--- src/rtl/dfd_arb_pkg.sv ---
// Shared defaults and lane record for the multi-grant round-robin arbiter.
package dfd_arb_pkg;

  localparam int unsigned DEF_NUM_REQ    = 8;
  localparam int unsigned DEF_NUM_LANES  = 3;
  localparam int unsigned DEF_DATA_WIDTH = 4;
  localparam int unsigned DEF_IDX_W      = (DEF_NUM_REQ > 1) ? $clog2(DEF_NUM_REQ) : 1;

  typedef struct packed {
    logic                      valid;
    logic [DEF_DATA_WIDTH-1:0] data;
    logic [DEF_IDX_W-1:0]      src;
  } lane_t;

endpackage

--- src/rtl/generic_ffs_N.sv ---
// Finds the first NUM_SEL set bits of a vector, scanning low-to-high or high-to-low.
module generic_ffs_N #(
  parameter int unsigned WIDTH   = 8,
  parameter int unsigned NUM_SEL = 3,
  parameter bit          DIR_L2H = 1'b1,
  parameter int unsigned IDX_W   = (WIDTH > 1) ? $clog2(WIDTH) : 1
) (
  input  logic [WIDTH-1:0]                i_vec,
  output logic [NUM_SEL-1:0]              o_sel_vld_c,
  output logic [NUM_SEL-1:0][IDX_W-1:0]   o_sel_idx_c
);

  logic [WIDTH-1:0] w_rem;
  logic             w_found;

  // Each slot takes the next remaining set bit in scan order, then clears it.
  always_comb begin
    w_rem       = i_vec;
    w_found     = 1'b0;
    o_sel_vld_c = '0;
    o_sel_idx_c = '0;
    for (int j = 0; j < int'(NUM_SEL); j++) begin
      w_found = 1'b0;
      for (int i = 0; i < int'(WIDTH); i++) begin
        if (!w_found && w_rem[DIR_L2H ? i : (int'(WIDTH) - 1 - i)]) begin
          w_found        = 1'b1;
          o_sel_vld_c[j] = 1'b1;
          o_sel_idx_c[j] = IDX_W'(DIR_L2H ? i : (int'(WIDTH) - 1 - i));
          w_rem[DIR_L2H ? i : (int'(WIDTH) - 1 - i)] = 1'b0;
        end
      end
    end
  end

endmodule

--- src/rtl/dfd_multi_grant_arb.sv ---
// Round-robin arbiter granting up to one requester per free output lane each cycle.
module dfd_multi_grant_arb
  import dfd_arb_pkg::*;
#(
  parameter int unsigned NUM_REQ    = DEF_NUM_REQ,
  parameter int unsigned NUM_LANES  = DEF_NUM_LANES,
  parameter int unsigned DATA_WIDTH = DEF_DATA_WIDTH,
  parameter int unsigned IDX_W      = (NUM_REQ > 1) ? $clog2(NUM_REQ) : 1
) (
  input  logic                                 clk,
  input  logic                                 reset,
  input  logic [NUM_REQ-1:0]                   req_valid,
  input  logic [NUM_REQ-1:0][DATA_WIDTH-1:0]   req_data,
  output logic [NUM_REQ-1:0]                   req_ready,
  output logic [NUM_LANES-1:0]                 lane_valid,
  output logic [NUM_LANES-1:0][DATA_WIDTH-1:0] lane_data,
  output logic [NUM_LANES-1:0][IDX_W-1:0]      lane_src,
  input  logic [NUM_LANES-1:0]                 lane_ready,
  output logic [15:0]                          grant_cnt
);

  localparam int unsigned SUM_W = IDX_W + 1;
  localparam int unsigned CNT_W = $clog2(NUM_LANES + 1);

  logic [NUM_LANES-1:0]                 r_lane_valid;
  logic [NUM_LANES-1:0][DATA_WIDTH-1:0] r_lane_data;
  logic [NUM_LANES-1:0][IDX_W-1:0]      r_lane_src;
  logic [IDX_W-1:0]                     r_rr_ptr;
  logic [15:0]                          r_grant_cnt;

  logic [NUM_LANES-1:0]            w_free;
  logic [CNT_W-1:0]                w_free_cnt;
  logic [NUM_REQ-1:0]              w_rot;
  logic [SUM_W-1:0]                w_rot_sum;
  logic [NUM_LANES-1:0]            w_sel_vld;
  logic [NUM_LANES-1:0][IDX_W-1:0] w_sel_idx;
  logic [NUM_LANES-1:0]            w_sel_ok;
  logic [NUM_LANES-1:0][IDX_W-1:0] w_real;
  logic [SUM_W-1:0]                w_unrot_sum;
  logic [NUM_REQ-1:0]              w_req_ready;
  logic [CNT_W-1:0]                w_n_grant;
  logic [IDX_W-1:0]                w_ptr_nxt;
  logic [NUM_LANES-1:0]            w_lane_load;
  logic [NUM_LANES-1:0][IDX_W-1:0] w_lane_pick;
  logic [CNT_W-1:0]                w_prefix;
  logic [16:0]                     w_cnt_sum;

  // Free lanes and their count bound how many requesters may be granted.
  always_comb begin
    w_free     = ~r_lane_valid | lane_ready;
    w_free_cnt = '0;
    for (int k = 0; k < int'(NUM_LANES); k++) begin
      if (w_free[k]) w_free_cnt = w_free_cnt + CNT_W'(1);
    end
  end

  // Rotate requests so the round-robin pointer lands on bit 0.
  always_comb begin
    w_rot     = '0;
    w_rot_sum = '0;
    for (int i = 0; i < int'(NUM_REQ); i++) begin
      w_rot_sum = SUM_W'(i) + {1'b0, r_rr_ptr};
      if (w_rot_sum >= SUM_W'(NUM_REQ)) w_rot_sum = w_rot_sum - SUM_W'(NUM_REQ);
      w_rot[i] = req_valid[w_rot_sum[IDX_W-1:0]];
    end
  end

  generic_ffs_N #(
    .WIDTH   (NUM_REQ),
    .NUM_SEL (NUM_LANES),
    .DIR_L2H (1'b1),
    .IDX_W   (IDX_W)
  ) u_ffs (
    .i_vec       (w_rot),
    .o_sel_vld_c (w_sel_vld),
    .o_sel_idx_c (w_sel_idx)
  );

  // Un-rotate selections, drop those beyond the free-lane count, advance pointer.
  always_comb begin
    w_sel_ok    = '0;
    w_real      = '0;
    w_unrot_sum = '0;
    w_req_ready = '0;
    w_n_grant   = '0;
    w_ptr_nxt   = r_rr_ptr;
    for (int j = 0; j < int'(NUM_LANES); j++) begin
      w_unrot_sum = {1'b0, w_sel_idx[j]} + {1'b0, r_rr_ptr};
      if (w_unrot_sum >= SUM_W'(NUM_REQ)) w_unrot_sum = w_unrot_sum - SUM_W'(NUM_REQ);
      w_real[j]   = w_unrot_sum[IDX_W-1:0];
      w_sel_ok[j] = w_sel_vld[j] && (CNT_W'(j) < w_free_cnt);
      if (w_sel_ok[j]) begin
        w_req_ready[w_real[j]] = 1'b1;
        w_n_grant              = w_n_grant + CNT_W'(1);
        w_ptr_nxt              = (w_real[j] == IDX_W'(NUM_REQ - 1)) ? '0 : w_real[j] + IDX_W'(1);
      end
    end
  end

  // The j-th grant goes to the free lane preceded by exactly j free lanes.
  always_comb begin
    w_lane_load = '0;
    w_lane_pick = '0;
    w_prefix    = '0;
    for (int k = 0; k < int'(NUM_LANES); k++) begin
      if (w_free[k]) begin
        for (int j = 0; j < int'(NUM_LANES); j++) begin
          if ((CNT_W'(j) == w_prefix) && w_sel_ok[j]) begin
            w_lane_load[k] = 1'b1;
            w_lane_pick[k] = w_real[j];
          end
        end
        w_prefix = w_prefix + CNT_W'(1);
      end
    end
  end

  assign w_cnt_sum = {1'b0, r_grant_cnt} + 17'(w_n_grant);

  always_ff @(posedge clk) begin
    if (reset) begin
      r_lane_valid <= '0;
      r_lane_data  <= '0;
      r_lane_src   <= '0;
      r_rr_ptr     <= '0;
      r_grant_cnt  <= '0;
    end else begin
      for (int k = 0; k < int'(NUM_LANES); k++) begin
        if (w_free[k]) begin
          r_lane_valid[k] <= w_lane_load[k];
          if (w_lane_load[k]) begin
            r_lane_data[k] <= req_data[w_lane_pick[k]];
            r_lane_src[k]  <= w_lane_pick[k];
          end
        end
      end
      r_rr_ptr    <= w_ptr_nxt;
      r_grant_cnt <= w_cnt_sum[16] ? 16'hFFFF : w_cnt_sum[15:0];
    end
  end

  assign req_ready  = reset ? '0 : w_req_ready;
  assign lane_valid = r_lane_valid;
  assign lane_data  = r_lane_data;
  assign lane_src   = r_lane_src;
  assign grant_cnt  = r_grant_cnt;

endmodule

--- config.mk ---
export PLATFORM = sky130hd
export DESIGN_NAME = dfd_multi_grant_arb
export DESIGN_NICKNAME = d
export VERILOG_FILES = /design/src/rtl/dfd_arb_pkg.sv /design/src/rtl/generic_ffs_N.sv /design/src/rtl/dfd_multi_grant_arb.sv
export SDC_FILE = /design/constraint.sdc
export NUM_CORES = 1
export LEC_CHECK = 0
export CORE_MARGIN = 3
export CORE_UTILIZATION = 30
export DETAILED_ROUTE_END_ITERATION = 10
export HOLD_SLACK_MARGIN = 0.03
export PLACE_DENSITY = 0.57
export SLEW_MARGIN = 20
export SYNTH_ARGS = -nofsm -noshare
export SYNTH_HDL_FRONTEND = slang
export SYNTH_SLANG_ARGS = --single-unit
export TNS_END_PERCENT = 20
--- constraint.sdc ---
create_clock -name clk -period 5.37 [get_ports clk]
set_input_delay 1.074 -clock clk [delete_from_list [all_inputs] [get_ports clk]]
set_output_delay 1.074 -clock clk [all_outputs]
set_load 0.02 [all_outputs]
== Word level (Yosys, flattened, before mapping) ==
Index checks and enable logic that the tools add are counted.
Storage, ports and cells
  register bits: 43
  input port bits: 45
  output and inout port bits: 48
Cells by class
  $add $sub $neg: 29
  order comparisons: 31
  equal/unequal tests: 7
  mux-type cells: 130
  bitwise logic cells: 4
  reduce and logical (&&, ||, !) cells: 54
Operator list (count)
  $mux 3: 39
  $mux 1: 59
  $lt 3x4->1 const B: 14
  $ge 4x4->1 const B: 10
  $bmux 4 s3: 3
  $sub 3x1->3 const B: 11
  $mux 8: 4
  $logic_and 1x1->1: 30
  $bmux 1 s3: 8
  $mux 2: 10
  $logic_not 1->1: 18
  $add 16x2->17: 1
  $add 3x3->4 const A: 4
  $mux 16: 1
  $or 8x8->8: 2
  $add 3x3->4: 3
  $mux 4: 3
  $add 3x1->3 const B: 3
  $demux 1 s3: 3
  $eq 3x3->1 const B: 3
  $ge 3x1->1 const B: 3
  $add 2x1->2 const B: 4
  $add 2x3->4 const A: 2
  $reduce_and 2->1: 3
  10 further kinds: 14

== Depth between registers and ports, before layout ==
Gate-level depths: netlist of the first run.
  depth in word-level cells: 40
  gate-level depth with buffers: 26
  depth with buffers taken out: 23

== Modules after synthesis ==
From an unflattened synthesis of the first run, not the netlist that was laid out.
Unflattened totals
  cells, all modules: 509
  area total of the unflattened synthesis: 4295.4 sq um
By module, submodules not included
  dfd_multi_grant_arb: instances 1, cells each 426, area an instance 3758.6 sq um, seq. area each 860.8 sq um
  generic_ffs_N: instances 1, cells each 83, area an instance 536.8 sq um, seq. area each 0.0 sq um

== Worst setup path before layout of the first run ==
No wires, ideal clock.
  path type: register to output
  from: register r_rr_ptr[1]
  to: output req_ready[3]
  arrival time: 4872 ps
  required time: 4296 ps
  slack: -576 ps
  cell stages (with the launch flop): 22
  buffers on the path: 3
  cell sequence: dfxtp_1 buf_2 inv_1 ha_1 buf_6 mux2_1 mux4_2 or2_0 buf_6 o31a_1 o21ai_0 a21oi_1 o22ai_1 ha_1 inv_1 fa_1 xnor2_1 xnor2_1 inv_1 o32ai_1 a21oi_1 nor2_1
Between the ends
  word-level cells in the longest chain between the ends: 40
  elaborated cells between the ends (all ways): 173
Ends and longest elaborated chain
  start, declared: line dfd_multi_grant_arb.sv:28  | logic [IDX_W-1:0] r_rr_ptr;
  start signal, assigned: line dfd_multi_grant_arb.sv:137  | r_rr_ptr <= w_ptr_nxt;
  branches (longest 38 deep; another with $add 1x3->4)
  $mux 8 *: line dfd_multi_grant_arb.sv:92  | if (w_sel_ok[j]) begin
  $mux 8 *: line dfd_multi_grant_arb.sv:142  | assign req_ready = reset ? '0 : w_req_ready;
  end, declared: line dfd_multi_grant_arb.sv:14  | output logic [NUM_REQ-1:0] req_ready,
Mark *: on every way between the ends. The select of a mux whose other input is x is not followed.

== Worst setup path after layout of the first run ==
  from: input req_valid[1]
  to: output req_ready[5]
Between the ends
  word-level cells in the longest chain between the ends: 38
  elaborated cells between the ends (all ways): 142
Ends and longest elaborated chain
  start, declared: line dfd_multi_grant_arb.sv:12  | input logic [NUM_REQ-1:0] req_valid,
  $bmux 1 s3: line dfd_multi_grant_arb.sv:64  | w_rot[i] = req_valid[w_rot_sum[IDX_W-1:0]];
  $mux 1 (implied by the code): line dfd_multi_grant_arb.sv:64
  $mux 1: line generic_ffs_N.sv:25  | if (!w_found && w_rem[DIR_L2H ? i : (int'(WIDTH) - 1 - i)]) begin
  $logic_not 1->1: line generic_ffs_N.sv:25
  $logic_and 1x1->1: line generic_ffs_N.sv:25
  $mux 1: line generic_ffs_N.sv:25
  $logic_not 1->1: line generic_ffs_N.sv:25
  $logic_and 1x1->1: line generic_ffs_N.sv:25
  [22 not listed]
  $logic_and 1x1->1 (implied by the code) or $mux 3 (tied branches): line dfd_multi_grant_arb.sv:93, dfd_multi_grant_arb.sv:89
  $mux 1 (implied by the code) (tied with other cells): line dfd_multi_grant_arb.sv:93  | w_req_ready[w_real[j]] = 1'b1;
  $demux 1 s3 or $logic_and 1x1->1 (tied branches): line dfd_multi_grant_arb.sv:93
  $or 8x8->8 (no line) or $mux 1 (tied branches)
  $mux 8 or $demux 1 s3 (tied branches): line dfd_multi_grant_arb.sv:92, dfd_multi_grant_arb.sv:93
  $or 8x8->8 (no line)
  $mux 8 *: line dfd_multi_grant_arb.sv:92
  $mux 8 *: line dfd_multi_grant_arb.sv:142
Mark *: on every way between the ends. The rest lies on a longest branch, timed or not. The select of a mux whose other input is x is not followed.

==> summary.md, run 1 <==
| Metric | Value |
|---|---|
| NumNets Final | 847 |
| Max Slew Vio Count | 0 |
| Synth cell types | 66 |
| Slew at the pin closest to its max-slew limit | 0.615 ns |
| RSZ-0062 raised after global routing | yes |
| Slew HR | 0.588 |
| # rows | 44 |
| Chip height | 129 microns |
| Critical Path End Type | output port |
| CTS Buf Count | 5 |
| CTS tree | yes |
| R2r endpoint | lane_data[11] |
| Antenna viol nets, final | 0 |
| Total grt overflow | 0 |
| Synthesis-to-finish area growth | 59.9% |
| Post-Route Skew | 0.00421 ns |
| Min-delay worst type | flop to flop |
| Share of the synthesized area in the top cell type | 0.189 |
| Met1 global-route usage | 0.264 |
| Synth Register Bits | 43 |
| Hold Path Depth | 2 |
| Critical Path RT | 4.30 ns |
| GRT Max-Usage Layer | met2 |
| Longest Clk Path Bufs | 2 |
| Hold path start | lane_src[4] |
| EDFF count, synth | 0 |
| Design Area, Final | 7280 sq um |
| Ranking of synthesized cells by area | dfxtp_1, mux2i_1, mux4_2, a21oi_1, ha_1 |
| Initial antenna violation count | 0 |
| Die Area | 16700 sq um |
| Synthesized cell area | 4550 sq um |
| Reg2reg path depth | 23 |
| Post-Syn Nets | 629 |
| All-layer global routing usage | 0.190 |
| Vias in the first global route | 5066 |
| Final hold vios | 0 |
| Final Critical Period | 5.84 ns |
| Fraction of the yosys area taken by sequential cells | 0.189 |
| Clock latency on the worst-skew pair | 0.29 ns |
| Root Buffer | clkbuf_16 |
| Ratio of final minimum period to clock period | 1.09 |
| Status | finished with violations |
| Syn_area_per_cell | 8.10 sq um |
| Vias per std cell | 5.45 |
| Syn Inst Count | 562 |
| Port Buffers | 92 |
| Ys async rst share | 0 |
| Layout cells sized above 1 | 0.361 |
| Post-DR wirelength/cell | 17.0 microns |
| CP arrival | 4.77 ns |
| DR pass1 iterations | 5 |
| Violated checks | setup timing |
| First-pass GRT wire length | 25900 microns |
| Final setup violation count | 8 |
| Met2 Track Usage GR | 0.315 |
| Final HPWL DP | 12800 microns |
| DRC viols | 0 |
| Clock sinks | 43 |
| Synth warn | 0 |
| Reg2reg setup slack | 0.14 ns |
| Hold_ws | 0.457 ns |
| MaxCap Viol Count | 0 |
| Area leader, netlist | dfxtp_1 |
| Total wire length | 16400 microns |
| Place WS | -1.45 ns |
| I/O pins | 93 |
| Crit path launch | req_valid[1] |
| Fin Setup TNS | -3.62 ns |
| Main synth FF type | dfxtp_1 |
| Final WS setup | -0.473 ns |
| Crit path max fanout | 6 |
| Initial core utilization | 0.310 |
| DP Area | 6660 sq um |
| Die X | 129 microns |
| Via count | 5256 |
| Hold_buf cts | 0 |
| Met3 Usage GRT | 0.0284 |
| Layout fillers | 1377 |
| CP Class | input port to output port |
| N_diodes | 0 |
| CP startpoint kind | input port |
| H-tree depth | 2 |
| RR Startpoint | r_rr_ptr[1] |
| Core area | 14700 sq um |
| RD Place Congestion | 0.905 |
| Max frequency | 0.171 GHz |
| Clk slew on worst S/H paths | 0.07 ns |
| DRT iter0 DRCs | 391 |
| Hold EP | lane_src[4] |
| Largest net degree at the start of global routing | 45 |
[sequential cells by signal, indices dropped and copies added, names as in the netlist]
name,cells
grant_cnt,16
lane_data,12
r_rr_ptr,3
lane_src,9
lane_valid,3
[metrics by stage]
step                utilization  instances
finish                    0.496        965
global route              0.496        965
CTS                       0.487        962
detailed placement        0.453        939
global placement          0.453        939
floorplan                     -        562
[cell families after synthesis]
family,count (synthesis),synth area share
AO/OA/AOI/OAI,177,0.271
AND/OR/NAND/NOR,174,0.182
multiplexers,67,0.192
buffers and inverters,57,0.0563
flip-flops,43,0.189
XOR/XNOR,22,0.0423
adder cells (fa/ha/maj),22,0.0670
[cell usage after synthesis (8+ instances only)]
cell type and number:
nand2_1 48, a22oi_1 8, mux2i_1 39, xor2_1 12, inv_1 18, a21oi_1 60
nand3_1 11, buf_2 10, o21ai_0 12, nor2_1 53, a31oi_1 11, xnor2_1 10
a22o_1 8, ha_1 18, nand2b_1 8, clkbuf_1 21, nor2b_1 11, a211oi_1 15
nor3_1 10, dfxtp_1 43, mux4_2 14
[placed cells by master, fill, tap and decap left out, types with 11 or more instances in the layout]
cell             synthesis  final
buf_4                    0    143
ha_1                    18     14
a21oi_1                 60     53
nor2_1                  53     45
mux2i_1                 39     35
a211oi_1                15     15
dfxtp_1                 43     42
inv_1                   18     13
clkdlybuf4s50_1          0     75
buf_6                    4     26
nand2_1                 48     47
xor2_1                  12     12
o21ai_0                 12     11
mux4_2                  14     14
[critical path: stages]
cell,delay [ns]
buf_8,0.10
mux2_4,0.25
mux4_2,0.50
or2_4,0.25
buf_4,0.15
buf_6,0.13
o41ai_4,0.39
o21ai_1,0.16
a21oi_2,0.18
o22ai_2,0.08
ha_2,0.19
inv_2,0.05
fa_2,0.49
buf_6,0.16
nand3_2,0.11
o22ai_2,0.09
a31oi_1,0.21
nor2_2,0.07
buf_6,0.14
[worst max path at each step]
stage | endpoint | slack (ns)
floorplan | req_ready[3] | -0.27
global placement | req_ready[4] | -1.33
detailed placement | req_ready[4] | -1.45
CTS | req_ready[1] | -0.43
global route | req_ready[4] | -0.59
finish | req_ready[5] | -0.47
[cell type report]
cell class / count / area, sq um / area share
Sequential cell: 43 / 862 / 0.118
Inverter: 21 / 82.6 / 0.0113
Clock inverter: 3 / 46.3 / 0.00636
Multi-Input combinational cell: 462 / 3780 / 0.519
Tap cell: 184 / 230 / 0.0316
Clock buffer: 5 / 125 / 0.0172
Timing Repair Buffer: 247 / 2160 / 0.296
[per-layer routing]
| metal | up-vias | share of wire |
|---|---|---|
| li1 | 2550 | - |
| met1 | 2522 | 0.46 |
| met2 | 168 | 0.47 |
| met3 | 16 | 0.059 |
| met4 | 0 | 0.011 |
| met5 | - | 0 |
[timing repair]
item	CTS	global route
buffers inserted	15	3
endpoints found under the setup margin	31	29
hold endpoints to repair	0	0
resized for setup	135	23
pin swaps	23	21
Power of run 1 is left out: the tool's default activity adds up to more than one toggle a clock period on the data nets, which glitch-free logic cannot reach.
==> inputs of run 2 (changes only) <==
SETUP_SLACK_MARGIN = 0.1   (was unset)
==> run 2 against run 1 <==
The flow still finishes with violations (setup timing). Hold slack improved by 0.0012 ns. Critical path depth shrank 2. Die area is the same. Maximum frequency is 0.16% higher. Global-route usage did not move. Utilization grew 0.27 points. Register-to-register slack better by 0.04 ns. Final cell count stayed put. Clock skew hardly changed. Sequential share of layout area down 0.065 points. Flip-flop and latch count unchanged. Setup slack improved by 0.0094 ns. Critical endpoint is now req_ready[4]. Highest routed layer unchanged.
==> summary.md, run 2 (synthesis gave the netlist of run 1 again) <==
| Metric | Value |
|---|---|
| Status | finished with violations |
| Violated checks | setup timing |
| RSZ-0062 raised after global routing | yes |
| Critical path cell sequence | buf_8 > mux2_4 > mux4_2 > or2_4 > o31a_1 > o21ai_1 > a21oi_2 > o22ai_2 > ha_2 > inv_2 > fa_2 > inv_2 > or3_1 > nor2_1 > a21oi_2 > a21oi_4 > buf_6 |
| Most frequent cells in the layout | buf_4, clkdlybuf4s50_1, a21oi_1 |
| Max frequency | 0.171 GHz |
| All-layer global routing usage | 0.190 |
| Max Slew Vio Count | 0 |
| Reg2reg path depth | 21 |
| Longest Clk Path Bufs | 2 |
| Antenna viol nets, final | 0 |
| NumNets Final | 847 |
| Slowest CP cell | fa_2 |
| Initial core utilization | 0.310 |
| Die Area | 16700 sq um |
| Largest stage delay on the critical path | 0.61 ns |
| Crit path launch | req_valid[1] |
| Critical Path RT | 4.30 ns |
| N_diodes | 0 |
| Crit-path leading delay family | compound AO/OA/AOI/OAI gates |
| Final hold vios | 0 |
| Clk slew on worst S/H paths | 0.06 ns |
| Hold path start | lane_src[7] |
| Post-DR wirelength/cell | 17.0 microns |
| CP arrival | 4.76 ns |
| Slew at the pin closest to its max-slew limit | 0.611 ns |
| CTS tree | yes |
| CTS Buf Count | 5 |
| CP Class | input port to output port |
| Vias per std cell | 5.44 |
| Post-Route Skew | 0.00445 ns |
| Final WS setup | -0.463 ns |
| Initial antenna violation count | 0 |
| I/O pins | 93 |
| First-pass GRT wire length | 25900 microns |
| Port Buffers | 92 |
| CP startpoint kind | input port |
| Total grt overflow | 0 |
| RD Place Congestion | 0.905 |
| Die X | 129 microns |
| Layout fillers | 1371 |
| Largest register FFs | 16 |
| Core area | 14700 sq um |
| Final Critical Period | 5.83 ns |
| Min-delay worst type | flop to flop |
| Slew HR | 0.591 |
| Via count | 5245 |
| Crit path max fanout | 5 |
| CP Depth | 17 |
| Synthesis-to-finish area growth | 60.8% |
| Ratio of final minimum period to clock period | 1.09 |
| Hold_buf cts | 0 |
| Most common cell after layout, fill and taps aside | buf_4 |
| Root Buffer | clkbuf_16 |
| Hold Path Depth | 2 |
| Total wire length | 16400 microns |
| RR Startpoint | r_rr_ptr[1] |
| Clock sinks | 43 |
| Clock latency on the worst-skew pair | 0.29 ns |
| H-tree depth | 2 |
| Final setup violation count | 8 |
| Worst path bufs/invs | 4 |
| # rows | 44 |
| DR pass1 iterations | 5 |
| Critical Path End Type | output port |
| DRC viols | 0 |
| Chip height | 129 microns |
| Layout cells sized above 1 | 0.370 |
| DRT iter0 DRCs | 346 |
| Largest net degree at the start of global routing | 45 |
| Vias in the first global route | 5066 |
| MaxCap Viol Count | 0 |
| Final HPWL DP | 12800 microns |
| Final cell count without fillers | 965 |
| Placed instance count | 939 |
[run 2: cell counts in the layout (fill, tap and decap cells not counted)]
No cell type changed its count.
[run 2: layout make-up]
class | count | area [sq um] | area share
multi-input cells | 462 | 3810 | 0.520
clock inverters | 3 | 46.3 | 0.00632
inverters | 21 | 82.6 | 0.0113
clock buffers | 5 | 125 | 0.0171
repair buffers | 247 | 2170 | 0.296
flip-flops and latches | 43 | 862 | 0.118
well taps | 184 | 230 | 0.0314
[run 2: final timing paths]
check	end	slack (ns)
setup reg to reg	grant_cnt[0]	0.18
hold / removal	lane_src[7]	0.46
hold reg to reg	lane_src[7]	0.46
setup / recovery	req_ready[4]	-0.46
[run 2: routing by layer]
layer / track usage / share of wire
met4: 0.0352 / 0.011
met1: 0.264 / 0.46
met2: 0.315 / 0.47
met3: 0.0284 / 0.054
met5: 0 / 0
[run 2: per-stage QoR]
stage	setup WS, ns	hold WS (ns)	TNS, ns	instance area (sq um)	util
after floorplan	-0.273	0.533	-1.88	4660	-
after global placement	-1.33	0.446	-19.87	6660	0.453
after detailed placement	-1.45	0.450	-23.69	6660	0.453
after CTS	-0.429	0.459	-3.06	7160	0.487
after global routing	-0.592	0.477	-5.15	7320	0.498
final	-0.463	0.458	-3.54	7320	0.498
[run 2: tightest hold or removal path, delay by kind of cell, from the launching register on]
family | cells | cell delay (ns)
simple gates | 1 | 0.05
compound gates | 1 | 0.05
flops | 1 | 0.31
[run 2: timing repair]
action                                  4_1_cts  5_1_grt
gates resized for setup                     135       34
pin swaps                                    23       23
endpoints found under the setup margin       34       30
cloned                                        0        0
buffers inserted                             15        3
Power of run 2 is left out for the same reason.
==> inputs of run 3 (changes only) <==
ABC_CLOCK_PERIOD_IN_PS = 5370   (was unset)
==> results of run 3 <==
Same layout as run 2: the final DEF is identical, and so are final timing and power.
Power of run 3 is left out for the same reason.
